[src/rtl/spi_reg_bank.sv]
// spi_reg_bank: byte-stream register file that sits behind spi_slave.
// The first byte of a frame is a command (bit7 = write, low ADDR_W bits = start address,
// the bits in between are reserved and must be zero). Every later byte is a data byte.
// The top address (NUM_REGS-1) is a read-only status slot fed by status_in_i.
// Optional build macro SPI_REG_AUTOINC_EN: advance the address after every data byte
// (burst access). When it is undefined the address stays fixed for the whole frame.
module spi_reg_bank #(
    parameter int          ADDR_W    = 4,
    parameter logic [7:0]  RESET_VAL = 8'h00
) (
    input  logic                        clk_i,
    input  logic                        rst_i,
    input  logic                        frame_active_i,
    input  logic                        rx_valid_i,
    input  logic [7:0]                  rx_data_i,
    output logic [7:0]                  tx_data_o,
    input  logic [7:0]                  status_in_i,
    output logic [8*(2**ADDR_W)-1:0]    regs_flat_o,
    output logic                        wr_strobe_o,
    output logic [ADDR_W-1:0]           wr_addr_o,
    output logic                        frame_err_o
);

    localparam int                NUM_REGS  = 2**ADDR_W;
    localparam logic [ADDR_W-1:0] STAT_ADDR = ADDR_W'(NUM_REGS-1);

    typedef enum logic [1:0] {S_CMD, S_WR, S_RD, S_IGNORE} state_t;

    state_t              state_q, state_d;
    logic [ADDR_W-1:0]   addr_q, addr_d;
    logic [ADDR_W-1:0]   addr_nxt;
    logic [7:0]          tx_q, tx_d;
    logic                wr_strobe_q, wr_strobe_d;
    logic [ADDR_W-1:0]   wr_addr_q, wr_addr_d;
    logic                frame_err_q, frame_err_d;
    logic                reg_we;
    logic [ADDR_W-1:0]   cmd_addr;
    logic [6:0]          cmd_rsvd;

    // RW storage only; the status slot has no flop behind it.
    logic [7:0]          regs_q [NUM_REGS-1];

`ifdef SPI_REG_AUTOINC_EN
    assign addr_nxt = addr_q + ADDR_W'(1);
`else
    assign addr_nxt = addr_q;
`endif

    assign cmd_addr = rx_data_i[ADDR_W-1:0];
    assign cmd_rsvd = rx_data_i[6:0] >> ADDR_W;

    // Read port: status slot returns the live status input, others the stored byte.
    function automatic logic [7:0] rd_val(input logic [ADDR_W-1:0] a);
        logic [7:0] v;
        v = status_in_i;
        for (int i = 0; i < NUM_REGS-1; i++) begin
            if (a == ADDR_W'(i)) v = regs_q[i];
        end
        return v;
    endfunction

    // Command/data decode; frame end always returns to command state and drops the byte.
    always_comb begin
        state_d     = state_q;
        addr_d      = addr_q;
        tx_d        = tx_q;
        wr_strobe_d = 1'b0;
        wr_addr_d   = wr_addr_q;
        frame_err_d = 1'b0;
        reg_we      = 1'b0;
        if (!frame_active_i) begin
            state_d = S_CMD;
        end else if (rx_valid_i) begin
            case (state_q)
                S_CMD: begin
                    if (|cmd_rsvd) begin
                        frame_err_d = 1'b1;
                        state_d     = S_IGNORE;
                        tx_d        = 8'h00;
                    end else if (rx_data_i[7]) begin
                        state_d = S_WR;
                        addr_d  = cmd_addr;
                        tx_d    = 8'h00;
                    end else begin
                        state_d = S_RD;
                        addr_d  = cmd_addr;
                        tx_d    = rd_val(cmd_addr);
                    end
                end
                S_WR: begin
                    if (addr_q != STAT_ADDR) begin
                        reg_we      = 1'b1;
                        wr_strobe_d = 1'b1;
                        wr_addr_d   = addr_q;
                    end
                    addr_d = addr_nxt;
                end
                S_RD: begin
                    addr_d = addr_nxt;
                    tx_d   = rd_val(addr_nxt);
                end
                default: ;
            endcase
        end
    end

    // Control state, address pointer and registered outputs.
    always_ff @(posedge clk_i) begin
        if (rst_i) begin
            state_q     <= S_CMD;
            addr_q      <= '0;
            tx_q        <= 8'h00;
            wr_strobe_q <= 1'b0;
            wr_addr_q   <= '0;
            frame_err_q <= 1'b0;
        end else begin
            state_q     <= state_d;
            addr_q      <= addr_d;
            tx_q        <= tx_d;
            wr_strobe_q <= wr_strobe_d;
            wr_addr_q   <= wr_addr_d;
            frame_err_q <= frame_err_d;
        end
    end

    // Register bank write port, addressed by the current data pointer.
    always_ff @(posedge clk_i) begin
        if (rst_i) begin
            for (int i = 0; i < NUM_REGS-1; i++) regs_q[i] <= RESET_VAL;
        end else if (reg_we) begin
            for (int i = 0; i < NUM_REGS-1; i++) begin
                if (addr_q == ADDR_W'(i)) regs_q[i] <= rx_data_i;
            end
        end
    end

    // Flatten the bank; the status slot is exported as zero.
    for (genvar g = 0; g < NUM_REGS-1; g++) begin : g_flat
        assign regs_flat_o[8*g +: 8] = regs_q[g];
    end
    assign regs_flat_o[8*NUM_REGS-1 -: 8] = 8'h00;

    assign tx_data_o   = tx_q;
    assign wr_strobe_o = wr_strobe_q;
    assign wr_addr_o   = wr_addr_q;
    assign frame_err_o = frame_err_q;

endmodule

[config.mk]
export PLATFORM = sky130hd
export DESIGN_NAME = spi_reg_bank
export DESIGN_NICKNAME = d
export VERILOG_FILES = /design/src/rtl/spi_reg_bank.sv
export SDC_FILE = /design/constraint.sdc
export NUM_CORES = 1
export LEC_CHECK = 0
export BUFFER_PORTS_ARGS = -buffer_cell sky130_fd_sc_hd__buf_2
export CAP_MARGIN = 20
export CORE_MARGIN = 3
export CORE_UTILIZATION = 45
export CTS_CLUSTER_SIZE = 10
export DETAILED_ROUTE_END_ITERATION = 12
export PLACE_DENSITY = 0.69
export SYNTH_ARGS = -nofsm -noshare
export SYNTH_HDL_FRONTEND = slang
export SYNTH_SLANG_ARGS = --single-unit
[constraint.sdc]
create_clock -name clk_i -period 7.8 [get_ports clk_i]
set_clock_uncertainty 0.2 [all_clocks]
set_input_delay 2.34 -clock clk_i [delete_from_list [all_inputs] [get_ports clk_i]]
set_output_delay 2.34 -clock clk_i [all_outputs]
set_load 0.005 [all_outputs]
## Yosys cells after proc, flatten, opt, wreduce, memory -nomap -nowiden

Memory sizes are Yosys's and may differ from the RTL's.
Cells that the tools add are included.

| storage, ports and cells | value |
|---|---|
| logic and storage cells | 185 |
| output and inout port bits | 142 |
| register bits | 20 |
| RAM bits | 120 |
| memories kept | 1 |
| bits of input ports | 20 |

Memory list:

| memory | depth | bits a word | read ports | clocked after memory_dff | write ports | RTL line | RTL |
|---|---|---|---|---|---|---|---|
| regs_q | 15 | 8 | 15 | 0 | 15 | 41 | `logic [7:0] regs_q [NUM_REGS-1];` |

| cells by class | value |
|---|---|
| eq/ne operators | 31 |
| muxes and demuxes | 117 |
| reduce and logical (&&, ||, !) cells | 11 |
| bitwise logic cells | 19 |

Operators with widths:

| kind | count |
|---|---|
| 8-bit two-way mux | 47 |
| 1-bit two-way mux | 67 |
| 4-bit equality test (second input constant) | 14 |
| 4-bit by 3-bit equality test with 1-bit output (second input constant) | 8 |
| 4-bit by 2-bit equality test with 1-bit output (second input constant) | 4 |
| 8-bit case mux with 2 select lines | 1 |
| 1-bit OR | 15 |
| 4-bit by 1-bit equality test with 1-bit output (second input constant) | 2 |
| 4-bit logical NOT | 2 |
| 4-bit AND reduction | 2 |
| 2-bit two-way mux | 2 |
| 4-bit != test (second input constant) | 1 |
| 1-bit inverter | 4 |
| 4-bit OR reduction | 1 |
| 3-bit AND reduction | 1 |
| 3-bit OR reduction | 1 |
| 2-bit by 1-bit equality test with 1-bit output (second input constant) | 1 |
| 2-bit equality test (second input constant) | 1 |
| 2-bit logical NOT | 1 |
| 2-bit AND reduction | 1 |
| 2-bit nonzero test | 1 |
| 2-bit OR reduction | 1 |

## Depth between registers and ports, before layout

| depth | value |
|---|---|
| word-level depth | 19 |
| depth in mapped cells | 10 |
| gate-level depth less buffers | 7 |

## Least setup slack after synthesis

OpenSTA, ideal clock, no wires.

| path | value |
|---|---|
| kind | input to register |
| start | input rx_data_i[6] |
| end | register tx_q[2], in the netlist tx_data_o[2] |
| data required time | 7.509 ns |
| cell stages on the path | 7 |
| library setup time | 0.091 ns |
| arrival time | 3.859 ns |
| buffers on the path | 0 |
| path slack | 3.650 ns |
| cells stage by stage | or3_4 -> or3_1 -> nor3_1 -> nand2_1 -> nor3_1 -> a311oi_1 -> a311oi_1 |

| between the ends | value |
|---|---|
| word-level cells in the longest chain between the ends | 3 |

RTL lines:

| what | RTL line | RTL |
|---|---|---|
| start, declared | 15 | `input logic [7:0] rx_data_i,` |
| 3-bit OR reduction | 76 | `if (\|cmd_rsvd) begin` |
| 8-bit two-way mux | 76 |  |
| 8-bit case mux with 2 select lines | 74 | `case (state_q)` |
| end signal, assigned | 119 | `tx_q <= tx_d;` |
| end, declared | 32 | `logic [7:0] tx_q, tx_d;` |

Every way passes these cells.
A chain may end at the register's enable or synchronous reset.

## Final worst setup path

| path | value |
|---|---|
| start | input rx_data_i[1] |
| end | register tx_q[0], in the netlist tx_data_o[0] |

| between the ends | value |
|---|---|
| word-level cells in the longest chain between the ends | 19 |
| elaborated cells on any way between the ends | 33 |
| those cells by class | eq/ne: 14; mux: 18; reduce/logical: 1 |

RTL lines:

| what | RTL line | RTL |
|---|---|---|
| 4-bit logical NOT | 57 | `if (a == ADDR_W'(i)) v = regs_q[i];` |
| 8-bit two-way mux (14 in a row) | 57 |  |
| 8-bit two-way mux * | 57 |  |
| 8-bit two-way mux * | 80 | `end else if (rx_data_i[7]) begin` |
| 8-bit two-way mux * | 76 |  |
| 8-bit case mux with 2 select lines * | 74 |  |

Every way passes the cells marked *; elsewhere a longest branch is shown, timed or not.

==> qor.csv <==
stage,metric,value,unit
status,status,"complete, no violations",
timing,worst_pin_slew,1.04,ns
synthesis,synth_cells,889,
route,vias_per_cell,6.88,
die,die_h,141,µm
grt,grt_busiest_layer,met2,
placement,dp_cells,1209,
grt,grt_first_pass_wirelength,54900,µm
cts,clkSlewWorstSetupHoldPaths,0.07,ns
cts,cts_buffer_depth,2,
cts,htree_num_levels,4,
cts,cts_setup_buffers,0,
route,drtIter0Drc,1592,
grt,grt_max_degree,55,
layout,area_growth,17.2,%
cts,numCtsBuffers,17,
die,initial_core_util,0.466,
timing,fin_crit_sh,0.612,
synthesis,syn_area,8210,µm²
route,vias,8538,
timing,slew-limit-headroom,0.303,
worst_setup_path,cp.required,7.94,ns
layout,final_area,9620,µm²
grt,use_met1,0.513,
timing,max_freq,209,MHz
synthesis,synth.avg_cell_area,9.23,µm²
hold_path,worstHoldPathType,reg2reg,
placement,placed_area,9030,µm²
cts,ctsResizeCount,0,
worst_setup_path,arrival,4.92,ns
pwr,ir_worst_vdd,0.000154,V
pwr,cellPowerDensity,205,nW/µm²
die,coreArea,17600,µm²
cts,insertion_delay,0.44,ns
timing,drv_slew,0,
layout,diodes,0,
run,max-cap-violations,0,
pwr,power.static_leakage,3.74,nW
layout,layout.nets,1023,
route,wl_per_cell,30.8,µm
cts,root_buffer,clkbuf_16,
timing,setup_viol,0,
worst_setup_path,worstSetupEndpointType,flip-flop,
cts,tritoncts,yes,
cts,cts_hold_buf,0,
route,drt_pre_antenna_iters,8,
timing,finalHoldViolCount,0,
route,ant_nets,0,
worst_setup_path,cp_max_fo,38,
layout,final_cells,1241,
grt,grt_pass1_vias,8185,
layout,drive_above_1_share,0.218,
synthesis,ys_seq_area_frac,0.488,
route,drc,0,
route,wirelength,38200,µm
placement,dp_hpwl,27300,µm
synthesis,ys_ff_latch,140,
timing,finalSetupTns,0,ns
layout,num-fill-cells,1663,
synthesis,synth_warnings,0,
grt,use_met3,0.106,
placement,port_buffers,153,
grt,antenna_found_initial,1,
die,die-area,19900,µm²
die,rows,48,
worst_setup_path,start_kind,input pin,
cts,cts_sinks,140,
worst_setup_path,worstSetupPathType,in2reg,
die,die_w,141,µm
placement,gp_congestion,1.01,
grt,track_usage,0.379,
synthesis,synthDistinctLibCells,66,
die,io_pins,162,
timing,fin_crit,4.77,ns
timing,rsz0062_at_grt,false,
grt,grt_overflow,0,
synthesis,ys.flop_type,edfxtp_1,
synthesis,async_reset_ff_frac,0,
synthesis,synth_edf_count,120,
grt,grt_use_met2,0.565,
## critical path: stages
cell and delay, ns:
buf_2 0.62, buf_4 0.33, nor2b_1 0.29, o21ai_0 0.15
a21oi_1 0.18, a211oi_1 0.06, a2111oi_0 0.47, o31ai_1 0.18
a311oi_1 0.27
## cell usage after synthesis, drive strengths merged (6+ instances only)
| cell | count | area, µm² |
|---|---|---|
| nor3 | 19 | 95.1 |
| nand2 | 82 | 308 |
| inv | 24 | 90.1 |
| nor2b | 16 | 100 |
| a221oi | 8 | 70.1 |
| clkbuf | 37 | 139 |
| o211ai | 10 | 75.1 |
| a211oi | 9 | 67.6 |
| nor2 | 138 | 523 |
| nand2b | 32 | 200 |
| dfxtp | 20 | 400 |
| o221ai | 8 | 70.1 |
| buf | 44 | 236 |
| edfxtp | 120 | 3600 |
| o21ai | 63 | 315 |
| nand3 | 19 | 95.1 |
| a21oi | 62 | 310 |
| mux2 | 6 | 67.6 |
| a31oi | 13 | 81.3 |
| a22oi | 11 | 82.6 |
| a21o | 8 | 60.1 |
| a221o | 7 | 70.1 |
| mux2i | 25 | 250 |
| o22ai | 28 | 175 |
## cells in the final DEF, fill, tap and decap left out, types with 16 or more instances in the layout
cell | netlist | layout
a21oi_1 | 62 | 62
buf_2 | 27 | 153
buf_4 | 8 | 16
clkbuf_16 | 0 | 17
dfxtp_1 | 20 | 18
edfxtp_1 | 120 | 120
inv_1 | 23 | 23
mux2i_1 | 25 | 25
nand2_1 | 82 | 82
nand2b_1 | 32 | 32
nand3_1 | 19 | 19
nor2_1 | 136 | 136
nor2b_1 | 16 | 16
nor3_1 | 19 | 19
o21ai_0 | 62 | 62
o22ai_1 | 28 | 28
## metal layers
metal | routed length (µm) | vias up
li1 | - | 3517
met1 | 14600 | 4169
met2 | 16600 | 718
met3 | 5030 | 132
met4 | 1940 | 2
met5 | 13 | -
## through the flow
stage          utilization  power [W]  worst slack (ns)  hold WS [ns]
2_1_floorplan            -    0.00102              3.65         0.268
3_5_place_dp         0.513    0.00113              2.60         0.288
6_report             0.547    0.00197              3.03         0.294
3_3_place_gp         0.513    0.00113              2.71         0.281
5_1_grt              0.547    0.00201              2.71         0.320
4_1_cts              0.547    0.00196              3.07         0.298
## cell type report
cell class / count / area (µm²) / share of cell area
Sequential cell: 140 / 4010 / 0.416
Clock inverter: 15 / 169 / 0.0176
Clock buffer: 17 / 425 / 0.0442
Tap cell: 225 / 282 / 0.0293
Inverter: 24 / 90.1 / 0.00936
Multi-Input combinational cell: 651 / 3760 / 0.391
Timing Repair Buffer: 169 / 886 / 0.0921
## logic make-up after synthesis
group           Yosys count  share of synthesized area
compound gates          280                      0.224
flops                   140                      0.488
other cells               1                   0.000457
mux                      36                     0.0524
buf+inv                 105                     0.0567
simple gates            327                      0.178
## power by group
group	switching, W	internal (W)	leakage (nW)	total [W]
clock	0.000381	0.000459	0.296	0.000840
combinational	0.000151	0.0000777	2.07	0.000228
sequential	0.0000508	0.000850	1.37	0.000901
total	0.000583	0.00139	3.74	0.00197
## final timing paths
kind                                                 from                   endpoint  slack (ns)  cells after the start
worst max-delay path                         rx_data_i[1]  tx_data_o[0]$_SDFFE_PP0P_        3.03                      9
worst min-delay path            wr_addr_o[2]$_SDFFE_PP0P_  wr_addr_o[2]$_SDFFE_PP0P_        0.29                      2
worst max register to register   addr_nxt[0]$_SDFFE_PP0P_  tx_data_o[0]$_SDFFE_PP0P_        4.13                      8
worst min register to register  wr_addr_o[2]$_SDFFE_PP0P_  wr_addr_o[2]$_SDFFE_PP0P_        0.29                      2
## registers in the layout (all words and copies together), names as in the netlist
name / flops
frame_err_o: 1
tx_data_o: 8
state_q: 2
regs_q: 120
wr_addr_o: 4
wr_strobe_o: 1
addr_nxt: 4
No activity file was read; power rests on OpenSTA's default activity.
